==> src/rtl/serial_bus_arbiter.sv <==
// rtl/serial_bus_arbiter.sv - round-robin arbiter sharing one serial byte transmitter between requesters
module serial_bus_arbiter #(
  parameter int NUM_REQ      = 2,
  parameter int SERIAL_BITS  = 8,
  parameter int SETUP_CYCLES = 2,
  parameter int GAP_CYCLES   = 4,
  parameter int IDX_BITS     = $clog2(NUM_REQ)
) (
  input  logic                           in_clk,
  input  logic                           in_rst,
  input  logic [NUM_REQ-1:0]             in_req,
  input  logic [NUM_REQ*SERIAL_BITS-1:0] in_data,
  input  logic [NUM_REQ-1:0]             in_dc,
  input  logic [NUM_REQ-1:0]             in_last,
  output logic [NUM_REQ-1:0]             out_grant,
  output logic [NUM_REQ-1:0]             out_next,
  output logic                           out_busy,
  output logic                           out_ser_enable,
  output logic [SERIAL_BITS-1:0]         out_ser_data,
  input  logic                           in_ser_next_word,
  output logic                           out_dc,
  output logic                           out_cs
);

  localparam int MAX_WAIT = (SETUP_CYCLES > GAP_CYCLES) ? SETUP_CYCLES : GAP_CYCLES;
  localparam int CNT_BITS = $clog2(MAX_WAIT) + 1;
  localparam logic [CNT_BITS-1:0] SETUP_LAST = CNT_BITS'(SETUP_CYCLES - 1);
  localparam logic [CNT_BITS-1:0] GAP_LAST   = CNT_BITS'(GAP_CYCLES - 1);

  typedef enum logic [1:0] {
    S_IDLE     = 2'd0,
    S_SETUP    = 2'd1,
    S_TRANSFER = 2'd2,
    S_RELEASE  = 2'd3
  } state_t;

  state_t               state;
  state_t               state_nxt;
  logic [CNT_BITS-1:0]  wait_cnt;
  logic [IDX_BITS-1:0]  rr_ptr;
  logic [IDX_BITS-1:0]  rr_ptr_nxt;
  logic [IDX_BITS-1:0]  gnt_idx;
  logic [IDX_BITS-1:0]  gnt_idx_nxt;
  logic [IDX_BITS-1:0]  cand;
  logic                 last_next_word;
  logic                 byte_done;
  logic [NUM_REQ-1:0]   grant_vec;

  // Only a rising edge of the transmitter's level finishes a byte; a level
  // left high from a previous byte is ignored.
  assign byte_done = in_ser_next_word & ~last_next_word;
  assign grant_vec = NUM_REQ'(1) << gnt_idx;

  // State register with arbitration pointer, latched winner, wait counter and edge history
  always_ff @(posedge in_clk) begin
    if (!in_rst) begin
      state          <= S_IDLE;
      rr_ptr         <= '0;
      gnt_idx        <= '0;
      wait_cnt       <= '0;
      last_next_word <= 1'b0;
    end else begin
      state          <= state_nxt;
      rr_ptr         <= rr_ptr_nxt;
      gnt_idx        <= gnt_idx_nxt;
      last_next_word <= in_ser_next_word;
      if (state_nxt != state) begin
        wait_cnt <= '0;
      end else if (state == S_SETUP || state == S_RELEASE) begin
        wait_cnt <= wait_cnt + 1'b1;
      end
    end
  end

  // Next-state logic: round-robin pick in Idle, fixed-length Setup/Release, in_last ends Transfer
  always_comb begin
    state_nxt   = state;
    rr_ptr_nxt  = rr_ptr;
    gnt_idx_nxt = gnt_idx;
    cand        = '0;
    case (state)
      S_IDLE: begin
        // Scan downward so the closest requester at or above rr_ptr wins last.
        for (int k = NUM_REQ - 1; k >= 0; k--) begin
          cand = IDX_BITS'((int'(rr_ptr) + k) % NUM_REQ);
          if (in_req[cand]) begin
            gnt_idx_nxt = cand;
            state_nxt   = S_SETUP;
          end
        end
      end
      S_SETUP: begin
        if (wait_cnt == SETUP_LAST) begin
          state_nxt = S_TRANSFER;
        end
      end
      S_TRANSFER: begin
        if (byte_done && in_last[gnt_idx]) begin
          state_nxt  = S_RELEASE;
          rr_ptr_nxt = (int'(gnt_idx) == NUM_REQ - 1) ? '0 : gnt_idx + IDX_BITS'(1);
        end
      end
      S_RELEASE: begin
        if (wait_cnt == GAP_LAST) begin
          state_nxt = S_IDLE;
        end
      end
      default: state_nxt = S_IDLE;
    endcase
  end

  // Output decode: bus lines follow the state, data/dc muxed from the granted requester
  always_comb begin
    out_grant      = '0;
    out_next       = '0;
    out_busy       = 1'b0;
    out_ser_enable = 1'b0;
    out_ser_data   = '0;
    out_dc         = 1'b0;
    out_cs         = 1'b1;
    case (state)
      S_SETUP: begin
        out_grant = grant_vec;
        out_busy  = 1'b1;
        out_cs    = 1'b0;
      end
      S_TRANSFER: begin
        out_grant      = grant_vec;
        out_busy       = 1'b1;
        out_cs         = 1'b0;
        out_ser_enable = 1'b1;
        for (int i = 0; i < NUM_REQ; i++) begin
          if (gnt_idx == IDX_BITS'(i)) begin
            out_ser_data = in_data[i*SERIAL_BITS +: SERIAL_BITS];
            out_dc       = in_dc[i];
          end
        end
        // A reset in this cycle aborts the transaction, so the byte is not acknowledged.
        if (byte_done && in_rst) begin
          out_next = grant_vec;
        end
      end
      S_RELEASE: begin
        out_busy = 1'b1;
      end
      default: ;
    endcase
  end

endmodule

==> config.mk <==
export PLATFORM = sky130hd
export DESIGN_NAME = serial_bus_arbiter
export DESIGN_NICKNAME = d
export VERILOG_FILES = /design/src/rtl/serial_bus_arbiter.sv
export SDC_FILE = /design/constraint.sdc
export NUM_CORES = 1
export LEC_CHECK = 0
export CAP_MARGIN = 20
export CORE_MARGIN = 10
export CORE_UTILIZATION = 33
export DETAILED_ROUTE_END_ITERATION = 10
export PLACE_DENSITY = 0.74
export SYNTH_ARGS = -nofsm -noshare
export SYNTH_HDL_FRONTEND = slang
export SYNTH_SLANG_ARGS = --single-unit
==> constraint.sdc <==
create_clock -name in_clk -period 1.71 [get_ports in_clk]
set_clock_uncertainty 0.15 [all_clocks]
set_input_delay 0.171 -clock in_clk [delete_from_list [all_inputs] [get_ports in_clk]]
set_output_delay 0.171 -clock in_clk [all_outputs]
set_load 0.01 [all_outputs]
**Yosys cells after proc, flatten, opt, wreduce, memory -nomap -nowiden**

Cells that the tools add are included.

- Logic and storage cells: 56
- Bits in registers: 8
- Output and inout port bits: 16
- Input port bits: 25

- $lt $le $gt $ge: 3
- Multiplexer cells: 25
- Eq/ne operators: 6
- Reductions and logical operators: 10
- Shifts and indexed selects: 1
- Bitwise operators: 3
- $add $sub $neg: 3

Operators by type and width:

| cell | number |
|---|---|
| $mux W2 | 8 |
| $mux W8 | 2 |
| $mux W1 | 14 |
| $pmux W2 S4 | 1 |
| $lt A1 B2 Y1 const B | 3 |
| $eq A2 B2 Y1 const B | 2 |
| $reduce_and A2 Y1 | 2 |
| $reduce_or A2 Y1 | 2 |
| $add A3 B1 Y3 const B | 1 |
| $eq A3 B1 Y1 const B | 1 |
| $eq A3 B2 Y1 const B | 1 |
| $reduce_or A3 Y1 | 1 |
| $add A1 B1 Y1 const B | 2 |
| $eq A2 B1 Y1 const B | 1 |
| $logic_and A1 B1 Y1 | 2 |
| $logic_not A2 Y1 | 1 |
| $ne A2 B2 Y1 | 1 |
| $not A1 Y1 | 2 |
| $reduce_bool A2 Y1 | 1 |
| $shl A1 B1 Y2 const A | 1 |
| $and A1 B1 Y1 | 1 |
| $logic_or A1 B1 Y1 | 1 |

**Logic depth before layout (Yosys ltp)**

- Depth in word-level cells: 8
- Depth in mapped cells: 6

**Worst setup path after synthesis**

Ideal clock, no wire load.

- Kind: register to register
- From: register state[0]
- To: register wait_cnt[0]
- Arrival time: 1.397 ns
- Period minus slack after synthesis: 1.676 ns
- Slack: 0.034 ns
- Setup time: 0.129 ns
- Cell stages (with the launch flop): 7
- Cells stage by stage: dfxtp_1 inv_1 ha_1 nand2b_1 o311a_1 a21oi_2 nor3_1

- Word-level cells in the longest chain between the ends: 5
- Elaborated cells on any way between the ends: 13
- Classes of those cells: eq/ne (4); mux (6); reduce/logical (3)

RTL lines:

| element | line | RTL |
|---|---|---|
| from (decl) | 37 | `state_t state;` |
| from (signal assigned) | 63 | `state <= state_nxt;` |
| $mux W2 (2 in series) | 86 | `if (in_req[cand]) begin` |
| $pmux W2 S4 | 81 | `case (state)` |
| $ne A2 B2 Y1 | 67 | `if (state_nxt != state) begin` |
| $reduce_or A2 Y1 (no line) | - |  |
| to (signal assigned) | 70 | `wait_cnt <= wait_cnt + 1'b1;` |
| to (decl) | 39 | `logic [CNT_BITS-1:0] wait_cnt;` |

Several ways; a longest one is shown, not always the timed one.
A chain may end at the register's enable or synchronous reset.

**Final worst setup path**

- From: register state[0]
- To: register wait_cnt[2]

Same word-level chain as after synthesis.

==> flow_summary.toml <==
[finish]
design_area_sq_mm = 0.00137
area_growth_pct = 97.3
drive_gt1_frac = 0.299
final_nets = 179
fin_cells = 171
insertedDiodeCount = 0
nFillCells = 156

[detailed_routing]
drc_errors = 0
vias = 856
drt-initial-drc-count = 40
wirelength_microns = 2780
ant_nets = 0
drt_pass1_iterations = 3
vias_per_cell = 5.01
post_drt_wl_per_cell_microns = 16.3

[clock_tree]
root_buffer = "clkbuf_4"
clk_latency_ps = 260
clk_pin_slew_ps = 60
cts.sinks = 8
cts_tree = "done"
cts_buffer_depth = 2
cts_hold_buf = 0
cts_max_level = 1
cts_buffers = 3

[yosys]
ys_seq_elements = 8
netlist_instances = 87
synth_nets = 120
ys_seq_area_frac = 0.231
yosysTopAreaCell = "dfxtp_1"
ys_types = 28
yosysWarnings = 0
ys_top_cells_by_area = "dfxtp_1, ha_1, mux2i_1"
synth.cell_area_sq_um = 693
yosys.area.top_type_share = 0.231
syn_area_per_cell_sq_um = 7.97

[floorplanning]
rows = 16
dieArea_sq_mm = 0.00433
start_util = 0.350
io_pins = 41
chipHeight_microns = 65.8
die_w_microns = 65.8
core_sq_mm = 0.00198

[sta]
timing.fmax_mhz = 579
setup_viol = 2
setup_ws_ps = -17.3
fin_crit_ps = 1730
hold_viol = 0
rsz0062_at_grt = "yes"
tightest_slew_ps = 348
finalCritPeriodShare = 1.01
timing.hold.ws_ps = 464
slew_headroom = 0.767
drv_slew = 0

[place]
place_area_sq_mm = 0.00121
place_inst = 165
gp_congestion = 0.810
hpwl_microns = 2150
port_buffers = 40

[power]
total_power_mw = 0.664
powerDensity_mw_per_mm2 = 486
peakVddDrop_uv = 420
p_leak_nw = 0.599

[setup_path]
worstSetupStartpointType = "flip-flop"
endpoint_kind = "flip-flop"
max_stage_delay_ps = 390
path_max_fanout = 3
crit_required_ps = 1700
crit_chain = "inv_2, buf_6, ha_4, nand2b_4, o311a_4, a21oi_4, nor3_2"
arrival_ps = 1720
critical_path_class = "flip-flop to flip-flop"
crit_path_top_delay_cell = "o311a_4"

[global_route]
grt_pass1_vias = 858
overflow = 0
antenna_found_initial = 0
track_usage = 0.116
grt_max_degree = 11
grt_pass1_wl_microns = 3910

[outcome]
status = "complete, but fails checks"
violations = "setup timing"

[min_path]
hp-class = "flip-flop to flip-flop"

[job]
cap_viol_max_count = 0
-- critical path, delay by kind of cell, from the launching register on --
kind	cells	cell delay, ps
compound gates	2	570
flops	1	340
simple gates	2	210
buf+inv	2	190
fa+ha+maj	1	150
-- synthesized netlist by cell type --
cell and number:
ha_1 8, a21oi_1 4, xor2_1 1, nor3_1 3, nand2b_1 4, nand3_1 1
nor2b_1 2, nor2_1 16, buf_2 1, and2_1 3, o2bb2ai_1 1, o2111a_1 2
mux2i_1 10, and3_1 1, inv_1 7, a32oi_1 1, a21oi_2 1, nand2_1 4
o211ai_1 1, nand3b_1 1, buf_6 1, and3b_1 1, o311a_1 1, dfxtp_1 8
clkinv_1 1, clkbuf_1 1, o21ai_1 1, a41oi_1 1
-- sequential cells by signal, summed over array words and instances (netlist names) --
name            flops
wait_cnt            3
gnt_idx             1
state               2
last_next_word      1
rr_ptr              1
-- final cells by class --
cell class,instances,area [sq um],share of cell area
Clock buffer,3,22.5,0.0165
Inverter,8,37.5,0.0274
Multi-Input combinational cell,68,592,0.433
Sequential cell,8,165,0.121
Tap cell,27,33.8,0.0247
Timing Repair Buffer,57,517,0.378
-- layer usage --
layer	part of all wire	track usage
met5	0	0
met3	0.085	0.0424
met4	0.018	0.0401
met1	0.42	0.127
met2	0.47	0.198
-- timing repair --
item	4_1_cts	5_1_grt
resized for setup	43	17
setup endpoints to repair	19	7
buffers inserted	0	3
pin swaps	4	5
-- through the flow --
stage,util,setup TNS [ps],setup WS (ps)
6_report,0.690,-21.9,-17.3
5_1_grt,0.690,-188,-66.6
4_1_cts,0.639,0,9.85
3_5_place_dp,0.612,-2060,-172
3_3_place_gp,0.612,-1630,-149
2_1_floorplan,-,0,34.1
-- path summary, 6_finish.rpt --
check         startpoint           to  slack (ps)  cells past startpoint
min reg2reg  wait_cnt[1]  wait_cnt[1]         460                      2
max             state[0]  wait_cnt[2]         -20                      7
max reg2reg     state[0]  wait_cnt[2]         -20                      7
min          wait_cnt[1]  wait_cnt[1]         460                      2
-- logic make-up (layout without fill, tap and decap cells) --
logic type	after synthesis	count (layout)	share of synthesized area
XOR/XNOR	1	1	0.0126
adder cells (fa/ha/maj)	8	8	0.144
flip-flops	8	8	0.231
multiplexers	10	10	0.144
AND/OR/NAND/NOR	36	36	0.251
AO/OA/AOI/OAI	13	13	0.144
buffers and inverters	11	68	0.0722
-- cells in the final DEF (no fill, tap or decap), types with 2 or more instances in the layout --
cell type and n:
a21oi_1 4, and2_1 3, buf_2 3, buf_4 13, buf_6 5, clkbuf_4 3
clkdlybuf4s15_1 2, clkdlybuf4s50_1 24, dfxtp_1 6, dlygate4sd2_1 10, ha_1 4, ha_4 4
inv_1 5, mux2i_1 10, nand2_1 4, nand2b_1 3, nor2_1 16, nor2b_1 2
nor3_2 3, o2111a_1 2
-- power breakdown --
part / internal, mW / total (mW) / switching, mW
combinational: 0.167 / 0.306 / 0.140
sequential: 0.196 / 0.205 / 0.00889
clock: 0.0808 / 0.153 / 0.0718
Note: power is estimated with default switching activity, not from simulation.
